==> config.mk <==
export PLATFORM = sky130hd
export DESIGN_NAME = obi_mem_tester
export DESIGN_NICKNAME = d
export VERILOG_FILES = /design/src/rtl/obi_mem_tester.sv
export SDC_FILE = /design/constraint.sdc
export NUM_CORES = 1
export LEC_CHECK = 0
export BUFFER_PORTS_ARGS = -buffer_cell sky130_fd_sc_hd__buf_2
export CAP_MARGIN = 30
export CELL_PAD_IN_SITES_DETAIL_PLACEMENT = 1
export CELL_PAD_IN_SITES_GLOBAL_PLACEMENT = 1
export CORE_MARGIN = 8
export CORE_UTILIZATION = 47
export CTS_CLUSTER_SIZE = 12
export DETAILED_ROUTE_END_ITERATION = 8
export GPL_TIMING_DRIVEN = 0
export PLACE_DENSITY = 0.83
export SYNTH_ARGS = -nofsm -noshare
export SYNTH_HDL_FRONTEND = slang
export SYNTH_SLANG_ARGS = --single-unit
==> constraint.sdc <==
create_clock -name clk -period 5.61 [get_ports clk]
set_clock_uncertainty 0.1 [all_clocks]
set_input_delay 0.2805 -clock clk [delete_from_list [all_inputs] [get_ports clk]]
set_output_delay 0.2805 -clock clk [all_outputs]
set_load 0.02 [all_outputs]
==> src/rtl/obi_mem_tester.sv <==
// obi_mem_tester: at-speed OBI write/read-back memory tester.
// Each iteration writes a pseudo-random word to a pseudo-random aligned address inside a
// power-of-two window and reads it back. Mismatches and bus errors are counted (saturating),
// and a stalled handshake aborts the test with timeout_o.
// Optional feature: define OBI_MEM_TESTER_ERRLOG_EN to add first-failure capture outputs
// (fail_addr_o, fail_exp_o, fail_rdata_o, fail_vld_o).
module obi_mem_tester #(
  parameter int unsigned AddrWidth     = 32,
  parameter int unsigned DataWidth     = 32,
  parameter int unsigned IterWidth     = 16,
  parameter int unsigned ErrCntWidth   = 16,
  parameter int unsigned TimeoutCycles = 1024
) (
  input  logic                   clk,
  input  logic                   rst_n,
  input  logic                   start_i,
  input  logic [AddrWidth-1:0]   base_addr_i,
  input  logic [5:0]             size_log2_i,
  input  logic [IterWidth-1:0]   iter_i,
  input  logic [31:0]            seed_i,
  output logic                   busy_o,
  output logic                   done_o,
  output logic                   pass_o,
  output logic                   timeout_o,
  output logic [ErrCntWidth-1:0] err_cnt_o,
  output logic                   req_o,
  input  logic                   gnt_i,
  output logic [AddrWidth-1:0]   addr_o,
  output logic                   we_o,
  output logic [DataWidth/8-1:0] be_o,
  output logic [DataWidth-1:0]   wdata_o,
  input  logic                   rvalid_i,
  input  logic [DataWidth-1:0]   rdata_i,
  input  logic                   err_i
`ifdef OBI_MEM_TESTER_ERRLOG_EN
  ,
  output logic [AddrWidth-1:0]   fail_addr_o,
  output logic [DataWidth-1:0]   fail_exp_o,
  output logic [DataWidth-1:0]   fail_rdata_o,
  output logic                   fail_vld_o
`endif
);

  localparam int unsigned BeWidth  = DataWidth / 8;
  localparam int unsigned TmoWidth = $clog2(TimeoutCycles);
  localparam logic [TmoWidth-1:0]  TmoLast   = TmoWidth'(TimeoutCycles - 1);
  localparam logic [AddrWidth-1:0] AlignMask = ~AddrWidth'(BeWidth - 1);

  typedef enum logic [2:0] {
    IDLE, WR_REQ, WR_RSP, RD_REQ, RD_RSP, NEXT, DONE
  } state_e;

  state_e               state;
  logic [31:0]          lfsr;
  logic [AddrWidth-1:0] base_q;
  logic [AddrWidth-1:0] mask_q;
  logic [IterWidth-1:0] iter_cnt;
  logic [TmoWidth-1:0]  tmo_cnt;

  logic                 start_ok;
  logic [31:0]          seed_eff;
  logic [31:0]          lfsr_src;
  logic [31:0]          rnd_a;
  logic [31:0]          rnd_d;
  logic [AddrWidth-1:0] base_sel;
  logic [AddrWidth-1:0] mask_sel;
  logic [AddrWidth-1:0] addr_nxt;
  logic [DataWidth-1:0] wdata_nxt;
  logic                 in_wait;
  logic                 progress;
  logic                 abort;
  logic                 err_sat;
  logic                 rd_bad;

  function automatic logic [31:0] xs32(input logic [31:0] x);
    logic [31:0] y;
    y = x ^ (x << 13);
    y = y ^ (y >> 17);
    y = y ^ (y << 5);
    return y;
  endfunction

  // On a start the next address/data derive from the new seed and window, otherwise from
  // the running LFSR and the latched window.
  assign start_ok  = start_i && (state == IDLE || state == DONE);
  assign seed_eff  = (seed_i == 32'h0) ? 32'h1 : seed_i;
  assign lfsr_src  = start_ok ? seed_eff : lfsr;
  assign rnd_a     = xs32(lfsr_src);
  assign rnd_d     = xs32(rnd_a);
  assign base_sel  = start_ok ? base_addr_i : base_q;
  assign mask_sel  = start_ok ? ~({AddrWidth{1'b1}} << size_log2_i) : mask_q;
  assign addr_nxt  = base_sel | (AddrWidth'(rnd_a) & mask_sel & AlignMask);
  assign wdata_nxt = {(DataWidth/32){rnd_d}};
  assign be_o      = '1;

  assign in_wait  = (state == WR_REQ) || (state == WR_RSP) || (state == RD_REQ) || (state == RD_RSP);
  assign progress = ((state == WR_REQ || state == RD_REQ) && gnt_i) ||
                    ((state == WR_RSP || state == RD_RSP) && rvalid_i);
  assign abort    = in_wait && !progress && (tmo_cnt == TmoLast);
  assign err_sat  = &err_cnt_o;
  assign rd_bad   = (rdata_i != wdata_o) || err_i;

  // Wait-cycle counter: restarts on every state change, frozen outside handshake states.
  always_ff @(posedge clk or negedge rst_n) begin
    if (!rst_n) begin
      tmo_cnt <= '0;
    end else if (!in_wait || progress) begin
      tmo_cnt <= '0;
    end else if (tmo_cnt != TmoLast) begin
      tmo_cnt <= tmo_cnt + TmoWidth'(1);
    end
  end

  // Main sequencer: all bus and status outputs are registered here.
  // NOTE: state registers use non-blocking assignments so every flop samples pre-edge values.
  always_ff @(posedge clk or negedge rst_n) begin
    if (!rst_n) begin
      state     <= IDLE;
      lfsr      <= 32'h1;
      base_q    <= '0;
      mask_q    <= '0;
      iter_cnt  <= '0;
      busy_o    <= 1'b0;
      done_o    <= 1'b0;
      pass_o    <= 1'b0;
      timeout_o <= 1'b0;
      err_cnt_o <= '0;
      req_o     <= 1'b0;
      we_o      <= 1'b0;
      addr_o    <= '0;
      wdata_o   <= '0;
    end else if (abort) begin
      state     <= DONE;
      req_o     <= 1'b0;
      we_o      <= 1'b0;
      busy_o    <= 1'b0;
      done_o    <= 1'b1;
      pass_o    <= 1'b0;
      timeout_o <= 1'b1;
    end else begin
      case (state)
        IDLE, DONE: begin
          if (start_ok) begin
            base_q    <= base_addr_i;
            mask_q    <= mask_sel;
            iter_cnt  <= iter_i;
            err_cnt_o <= '0;
            timeout_o <= 1'b0;
            if (iter_i == '0) begin
              state  <= DONE;
              lfsr   <= seed_eff;
              busy_o <= 1'b0;
              done_o <= 1'b1;
              pass_o <= 1'b1;
            end else begin
              state   <= WR_REQ;
              lfsr    <= rnd_d;
              busy_o  <= 1'b1;
              done_o  <= 1'b0;
              pass_o  <= 1'b0;
              req_o   <= 1'b1;
              we_o    <= 1'b1;
              addr_o  <= addr_nxt;
              wdata_o <= wdata_nxt;
            end
          end
        end
        WR_REQ: begin
          if (gnt_i) begin
            state <= WR_RSP;
            req_o <= 1'b0;
          end
        end
        WR_RSP: begin
          if (rvalid_i) begin
            if (err_i && !err_sat) err_cnt_o <= err_cnt_o + ErrCntWidth'(1);
            state <= RD_REQ;
            req_o <= 1'b1;
            we_o  <= 1'b0;
          end
        end
        RD_REQ: begin
          if (gnt_i) begin
            state <= RD_RSP;
            req_o <= 1'b0;
          end
        end
        RD_RSP: begin
          if (rvalid_i) begin
            if (rd_bad && !err_sat) err_cnt_o <= err_cnt_o + ErrCntWidth'(1);
            state <= NEXT;
          end
        end
        NEXT: begin
          iter_cnt <= iter_cnt - IterWidth'(1);
          if (iter_cnt == IterWidth'(1)) begin
            state  <= DONE;
            busy_o <= 1'b0;
            done_o <= 1'b1;
            pass_o <= (err_cnt_o == '0) && !timeout_o;
          end else begin
            state   <= WR_REQ;
            lfsr    <= rnd_d;
            req_o   <= 1'b1;
            we_o    <= 1'b1;
            addr_o  <= addr_nxt;
            wdata_o <= wdata_nxt;
          end
        end
        default: state <= IDLE;
      endcase
    end
  end

`ifdef OBI_MEM_TESTER_ERRLOG_EN
  logic capture;
  assign capture = !fail_vld_o && rvalid_i &&
                   ((state == WR_RSP && err_i) || (state == RD_RSP && rd_bad));

  // First-failure log: cleared by reset or an accepted start, then frozen after one capture.
  always_ff @(posedge clk or negedge rst_n) begin
    if (!rst_n) begin
      fail_addr_o  <= '0;
      fail_exp_o   <= '0;
      fail_rdata_o <= '0;
      fail_vld_o   <= 1'b0;
    end else if (start_ok) begin
      fail_addr_o  <= '0;
      fail_exp_o   <= '0;
      fail_rdata_o <= '0;
      fail_vld_o   <= 1'b0;
    end else if (capture) begin
      fail_addr_o  <= addr_o;
      fail_exp_o   <= wdata_o;
      fail_rdata_o <= rdata_i;
      fail_vld_o   <= 1'b1;
    end
  end
`endif

endmodule
==> impl_metrics.env, run 1 <==
export IMPL_outcome="complete, no violations"
export IMPL_vias=11300
export IMPL_crit_arrival_ps=4330
export IMPL_drv_slew=0
export IMPL_viasPerCell=5.80
export IMPL_synthCells=1310
export IMPL_drt_iter0_markers=805
export IMPL_tightestPinTransition_ps=981
export IMPL_clock_path_buffers=3
export IMPL_antenna_cells=0
export IMPL_drive_above_1_share_pct=19.8
export IMPL_root_buffer="clkbuf_16"
export IMPL_die_w_um=176
export IMPL_first_pass_iters=5
export IMPL_synth_seq_cells=209
export IMPL_numCtsBuffers=25
export IMPL_final_nets=1727
export IMPL_synth_edf_count=0
export IMPL_synth_area_top_cells="dfrtp_1, nand2_1, xnor2_1"
export IMPL_drv_cap=0
export IMPL_avgRoutedWirePerCell_um=24.1
export IMPL_gp_congestion=0.992
export IMPL_rsz0062_at_grt="false"
export IMPL_fmax_mhz=250
export IMPL_grt_overflow=0
export IMPL_postLayoutSetupSlackWorst_ps=1610
export IMPL_die_h_um=176
export IMPL_slowest_delay_ps=890
export IMPL_synth_ff_type="dfrtp_1"
export IMPL_endpoint_kind="flop"
export IMPL_yosysTopAreaCell="dfrtp_1"
export IMPL_tns_ps=0
export IMPL_synth_most_common_cell="nand2_1"
export IMPL_htreeDepth=1
export IMPL_timing_critical_path_fanout_max=10
export IMPL_start_util_pct=47.9
export IMPL_async_flop_share_pct=100
export IMPL_antenna_found_initial=0
export IMPL_netlist_area_um2=12100
export IMPL_area_delta_synth_final_pct=23.3
export IMPL_fin_crit_ps=4000
export IMPL_row_count=58
export IMPL_grt_pass1_vias=12300
export IMPL_cp_cell_sequence="xor2_1, nor4_1, nand4_1, nor4_1, o21ai_1, nand3_1, clkbuf_1, o21ai_0, a21oi_1"
export IMPL_grt_first_pass_wirelength_um=71900
export IMPL_hpwlAfterDp_um=34800
export IMPL_cp_start_kind="flop"
export IMPL_ant_nets=0
export IMPL_portBuffers=202
export IMPL_cts_tree="built"
export IMPL_dieArea_um2=31100
export IMPL_pin_count=214
export IMPL_gr_usage_all_layers_pct=29.7
export IMPL_ys_warn_count=0
export IMPL_critical_path_required_ps=5940
export IMPL_hold_viol_final=0
export IMPL_fill_cells=2962
export IMPL_grt_max_degree=90
export IMPL_cpMostUsedCell="nor4_1"
export IMPL_setup_violations=0
export IMPL_cts_num_sinks=209
export IMPL_path_class="reg2reg"
export IMPL_post_route_period_util_pct=71.3
export IMPL_clk_pin_slew_ps=60
export IMPL_max_slew_margin_pct=34.0
export IMPL_drc=0
export IMPL_synth_seq_area_share_pct=43.3
export IMPL_cp_slowest_cell="nor4_1"
export IMPL_hold_path_class="in2reg"
export IMPL_hold_buffers=53
export IMPL_pre_cts_slack_ps=1790
export IMPL_synthTopCellsByCount="nand2_1, dfrtp_1, xnor2_1"
export IMPL_coreArea_um2=25300
export IMPL_synth_top_area_share_pct=43.1
export IMPL_ctsResizeCount=0
export IMPL_synth_area_per_cell_um2=9.23
export IMPL_worstSkewPairLatency_ps=520
export IMPL_routed_wl_um=46900
export IMPL_synth_distinct_cells=68
export IMPL_postCtsSetupRepairBufs=0
==> sequential cells by signal, summed over array words and instances, names as in the netlist, 3 cells and up <==
signal / cells
addr_o: 32
tmo_cnt: 10
wdata_o: 32
err_cnt_o: 16
state: 3
iter_cnt: 16
lfsr: 32
base_q: 32
mask_q: 30
==> final cells by class <==
type                       instances  area, µm²  area share [%]
multi-input combinational       1013       6420            43.0
clock inverter                     6       36.3           0.243
buffer                            78        403            2.70
sequential                       209       5230            35.1
timing repair buffer             258       1620            10.8
tap                              330        413            2.77
inverter                          13       48.8           0.327
clock buffer                      38        744            4.99
==> final timing paths <==
path                                         startpoint                   endpoint  slack (ps)  depth (start not counted)
worst max-delay path            wdata_o[28]$_DFFE_PN0P_   err_cnt_o[8]$_DFFE_PN0P_        1610                          9
min in group asynchronous                         rst_n  err_cnt_o[11]$_DFFE_PN0P_         190                          2
worst min register to register   addr_o[12]$_DFFE_PN0P_     addr_o[12]$_DFFE_PN0P_         380                          2
worst min-delay path                          seed_i[6]        lfsr[6]$_DFFE_PN0P_          20                          3
max in group asynchronous                         rst_n     wdata_o[8]$_DFFE_PN0P_        4390                          3
worst max register to register  wdata_o[28]$_DFFE_PN0P_   err_cnt_o[8]$_DFFE_PN0P_        1610                          9
==> metrics by stage <==
step	hold slack (ps)	area [µm²]	instances	util [%]
detailed placement	146	13600	1847	53.8
global route	29.4	14900	1945	59.0
floorplan	-115	12100	1313	-
finish	20.2	14900	1945	59.0
global placement	346	13500	1845	53.5
CTS	4.56	14900	1944	59.0
==> logic make-up (layout without fill, tap and decap cells) <==
kind of cell | Yosys count | after routing | share of synthesized area, %
flip-flops | 209 | 209 | 43.3
XOR/XNOR | 204 | 204 | 16.7
adder cells (fa/ha/maj) | 5 | 5 | 0.518
multiplexers | 38 | 38 | 4.27
buffers and inverters | 91 | 393 | 3.74
other | 1 | 4 | 0.0310
AND/OR/NAND/NOR | 482 | 482 | 18.0
AO/OA/AOI/OAI | 280 | 280 | 13.4
==> metal layers <==
metal | GRT usage, % | vias up | part of all wire, %
met1 | 37.3 | 5679 | 41
met3 | 5.81 | 126 | 6.8
met5 | 0 | - | 0
met4 | 11.9 | 0 | 4.0
li1 | - | 5062 | -
met2 | 49.9 | 411 | 48
==> cells in the final DEF (no fill, tap or decap), types with 11 or more instances in the layout <==
cell	count
a31oi_1	14
buf_2	214
a21oi_1	91
nand2_1	242
nor4_1	23
mux2i_2	11
nand4_1	16
and3_1	14
dfrtp_1	208
clkbuf_16	25
o21ai_0	78
clkbuf_1	48
xor2_1	88
mux2i_1	14
buf_4	11
nor3_1	17
dlygate4sd3_1	54
o21ai_1	31
inv_1	13
or3_1	14
nand3_1	29
nor2_1	88
a21o_1	13
xnor2_1	96
==> critical path, delay by kind of cell (launching register included) <==
family	cells	cell delay [ps]
AND/OR/NAND/NOR	4	2180
AO/OA/AOI/OAI	3	620
flip-flops	1	410
buffers and inverters	1	400
XOR/XNOR	1	180
Power of run 1 is left out: the tool's default activity adds up to more than one toggle a clock period on the data nets, which glitch-free logic cannot reach.
==> run 2: changes to the inputs <==
--- a/config.mk
+++ b/config.mk
@@ -10,11 +10,11 @@
 export CELL_PAD_IN_SITES_DETAIL_PLACEMENT = 1
 export CELL_PAD_IN_SITES_GLOBAL_PLACEMENT = 1
 export CORE_MARGIN = 8
-export CORE_UTILIZATION = 47
+export CORE_UTILIZATION = 43
 export CTS_CLUSTER_SIZE = 12
 export DETAILED_ROUTE_END_ITERATION = 8
 export GPL_TIMING_DRIVEN = 0
-export PLACE_DENSITY = 0.83
+export PLACE_DENSITY = 0.77
 export SYNTH_ARGS = -nofsm -noshare
 export SYNTH_HDL_FRONTEND = slang
 export SYNTH_SLANG_ARGS = --single-unit
==> constraint.sdc (replaced) <==
create_clock -name clk -period 4 [get_ports clk]
set_clock_uncertainty 0.1 [all_clocks]
set_input_delay 0.2 -clock clk [delete_from_list [all_inputs] [get_ports clk]]
set_output_delay 0.2 -clock clk [all_outputs]
set_load 0.02 [all_outputs]
==> run 2 against run 1 <==
Against the previous run: via count decreased by 0.92%; sequential share of layout area decreased by 0.57 points; die area increased by 8.4%; largest cell class unchanged.
==> impl_metrics.env, run 2 (synthesis gave the netlist of run 1 again) <==
export IMPL_antenna_cells=0
export IMPL_hold_viol_final=0
export IMPL_routed_wl_um=46400
export IMPL_die_w_um=184
export IMPL_fmax_mhz=255
export IMPL_numCtsBuffers=24
export IMPL_slowest_delay_ps=950
export IMPL_dieArea_um2=33700
export IMPL_fin_crit_ps=3910
export IMPL_outcome="complete, no violations"
export IMPL_final_nets=1739
export IMPL_start_util_pct=43.6
export IMPL_grt_overflow=0
export IMPL_gr_usage_met1_pct=37.0
export IMPL_gr_usage_all_layers_pct=27.3
export IMPL_critical_path_required_ps=4340
export IMPL_viasPerCell=5.57
export IMPL_postCtsSetupRepairBufs=0
export IMPL_worstSkewPairLatency_ps=520
export IMPL_timing_critical_path_fanout_max=10
export IMPL_clk_pin_slew_ps=60
export IMPL_vias=11200
export IMPL_tightestPinTransition_ps=1060
export IMPL_grt_max_degree=117
export IMPL_antenna_found_initial=0
export IMPL_area_delta_synth_final_pct=25.4
export IMPL_cp_start_kind="flop"
export IMPL_avgRoutedWirePerCell_um=23.2
export IMPL_setup_violations=0
export IMPL_drv_cap=0
export IMPL_clock_path_buffers=3
export IMPL_die_h_um=184
export IMPL_ant_nets=0
export IMPL_endpoint_kind="flop"
export IMPL_rsz0062_at_grt="false"
export IMPL_hold_path_class="in2reg"
export IMPL_cp_slowest_cell="nor4_1"
export IMPL_grt_use_met3_pct=3.60
export IMPL_first_pass_iters=4
export IMPL_row_count=61
export IMPL_cpMostUsedCell="nor4_1"
export IMPL_gp_congestion=0.987
export IMPL_pin_count=214
export IMPL_root_buffer="clkbuf_16"
export IMPL_grt_first_pass_wirelength_um=71400
export IMPL_post_route_period_util_pct=97.9
export IMPL_portBuffers=202
export IMPL_utilization_pct=54.7
export IMPL_drive_above_1_share_pct=19.8
export IMPL_grt_met2_usage_pct=44.4
export IMPL_cp_cell_sequence="xor2_1, nor4_1, nand4_1, nor4_1, o21ai_1, nand3_1, clkbuf_1, o21ai_0, a21oi_1"
export IMPL_htreeDepth=1
export IMPL_hpwlAfterDp_um=34600
export IMPL_grt_pass1_vias=11900
export IMPL_drv_slew=0
export IMPL_drc=0
export IMPL_mostFrequentLayoutCells="nand2_1, buf_2, dfrtp_1"
export IMPL_layout_commonest_cell="nand2_1"
export IMPL_cts_tree="built"
export IMPL_crit_arrival_ps=4250
export IMPL_coreArea_um2=27700
export IMPL_cts_num_sinks=209
export IMPL_drt_iter0_markers=814
export IMPL_max_slew_margin_pct=28.6
export IMPL_busiest_layer="met2"
export IMPL_path_class="reg2reg"
==> run 2: cell count changes in the layout (fill, tap and decap cells not counted), sizes merged <==
| cell | before | now |
|---|---|---|
| dlygate4sd3 | 54 | 67 |
| clkbuf | 82 | 81 |
| clkinvlp | 1 | 0 |
| inv | 14 | 13 |
| bufinv | 0 | 2 |
==> run 2: per-stage QoR <==
step | hold WS [ps] | area, µm² | TNS, ps | std cells | setup slack (ps)
floorplan | -196 | 12100 | 0 | 1313 | 1290
global placement | 320 | 13600 | -238650 | 1893 | -1170
detailed placement | 209 | 13600 | 0 | 1895 | 191
CTS | 2.21 | 15200 | 0 | 2005 | 147
global route | 23.8 | 15200 | 0 | 2005 | 135
finish | 16.6 | 15200 | 0 | 2005 | 85.9
==> run 2: cell type report <==
type / count / area, µm²
tap: 378 / 473
buffer: 78 / 403
timing repair buffer: 271 / 1750
clock inverter: 6 / 83.8
clock buffer: 37 / 751
fill: 3288 / 12500
sequential: 209 / 5230
multi-input combinational: 1013 / 6420
inverter: 13 / 48.8
==> run 2: critical path: cells and delay by family, from the launching register on <==
family	cells	cell delay [ps]
and+or+nand+nor	4	2150
AOI/OAI and AO/OA	3	560
buffers and inverters	1	420
DFF	1	410
xor gates and xnor gates	1	180
==> run 2: path summary, 6_finish.rpt <==
path,startpoint,endpoint,slack [ps],cells after the start
worst max-delay path,wdata_o[28]$_DFFE_PN0P_,err_cnt_o[6]$_DFFE_PN0P_,90,9
worst min-delay path,seed_i[7],lfsr[7]$_DFFE_PN0P_,20,3
worst max register to register,wdata_o[28]$_DFFE_PN0P_,err_cnt_o[6]$_DFFE_PN0P_,90,9
worst min register to register,addr_o[30]$_DFFE_PN0P_,addr_o[30]$_DFFE_PN0P_,370,2
max in group asynchronous,rst_n,lfsr[24]$_DFFE_PN0P_,2640,4
min in group asynchronous,rst_n,err_cnt_o[10]$_DFFE_PN0P_,220,3
==> run 2: timing repair <==
action,CTS,global route
hold buffers,67,0
endpoints found under the setup margin,0,3
gates resized for setup,0,1
endpoints found under the hold margin,197,0
==> run 2: routing by layer <==
layer | share of wire, % | wire length [µm]
met3 | 5.7 | 2620
met5 | 0 | 0
met1 | 44 | 20300
met4 | 3.5 | 1610
met2 | 47 | 21900
Power of run 2 is left out for the same reason.
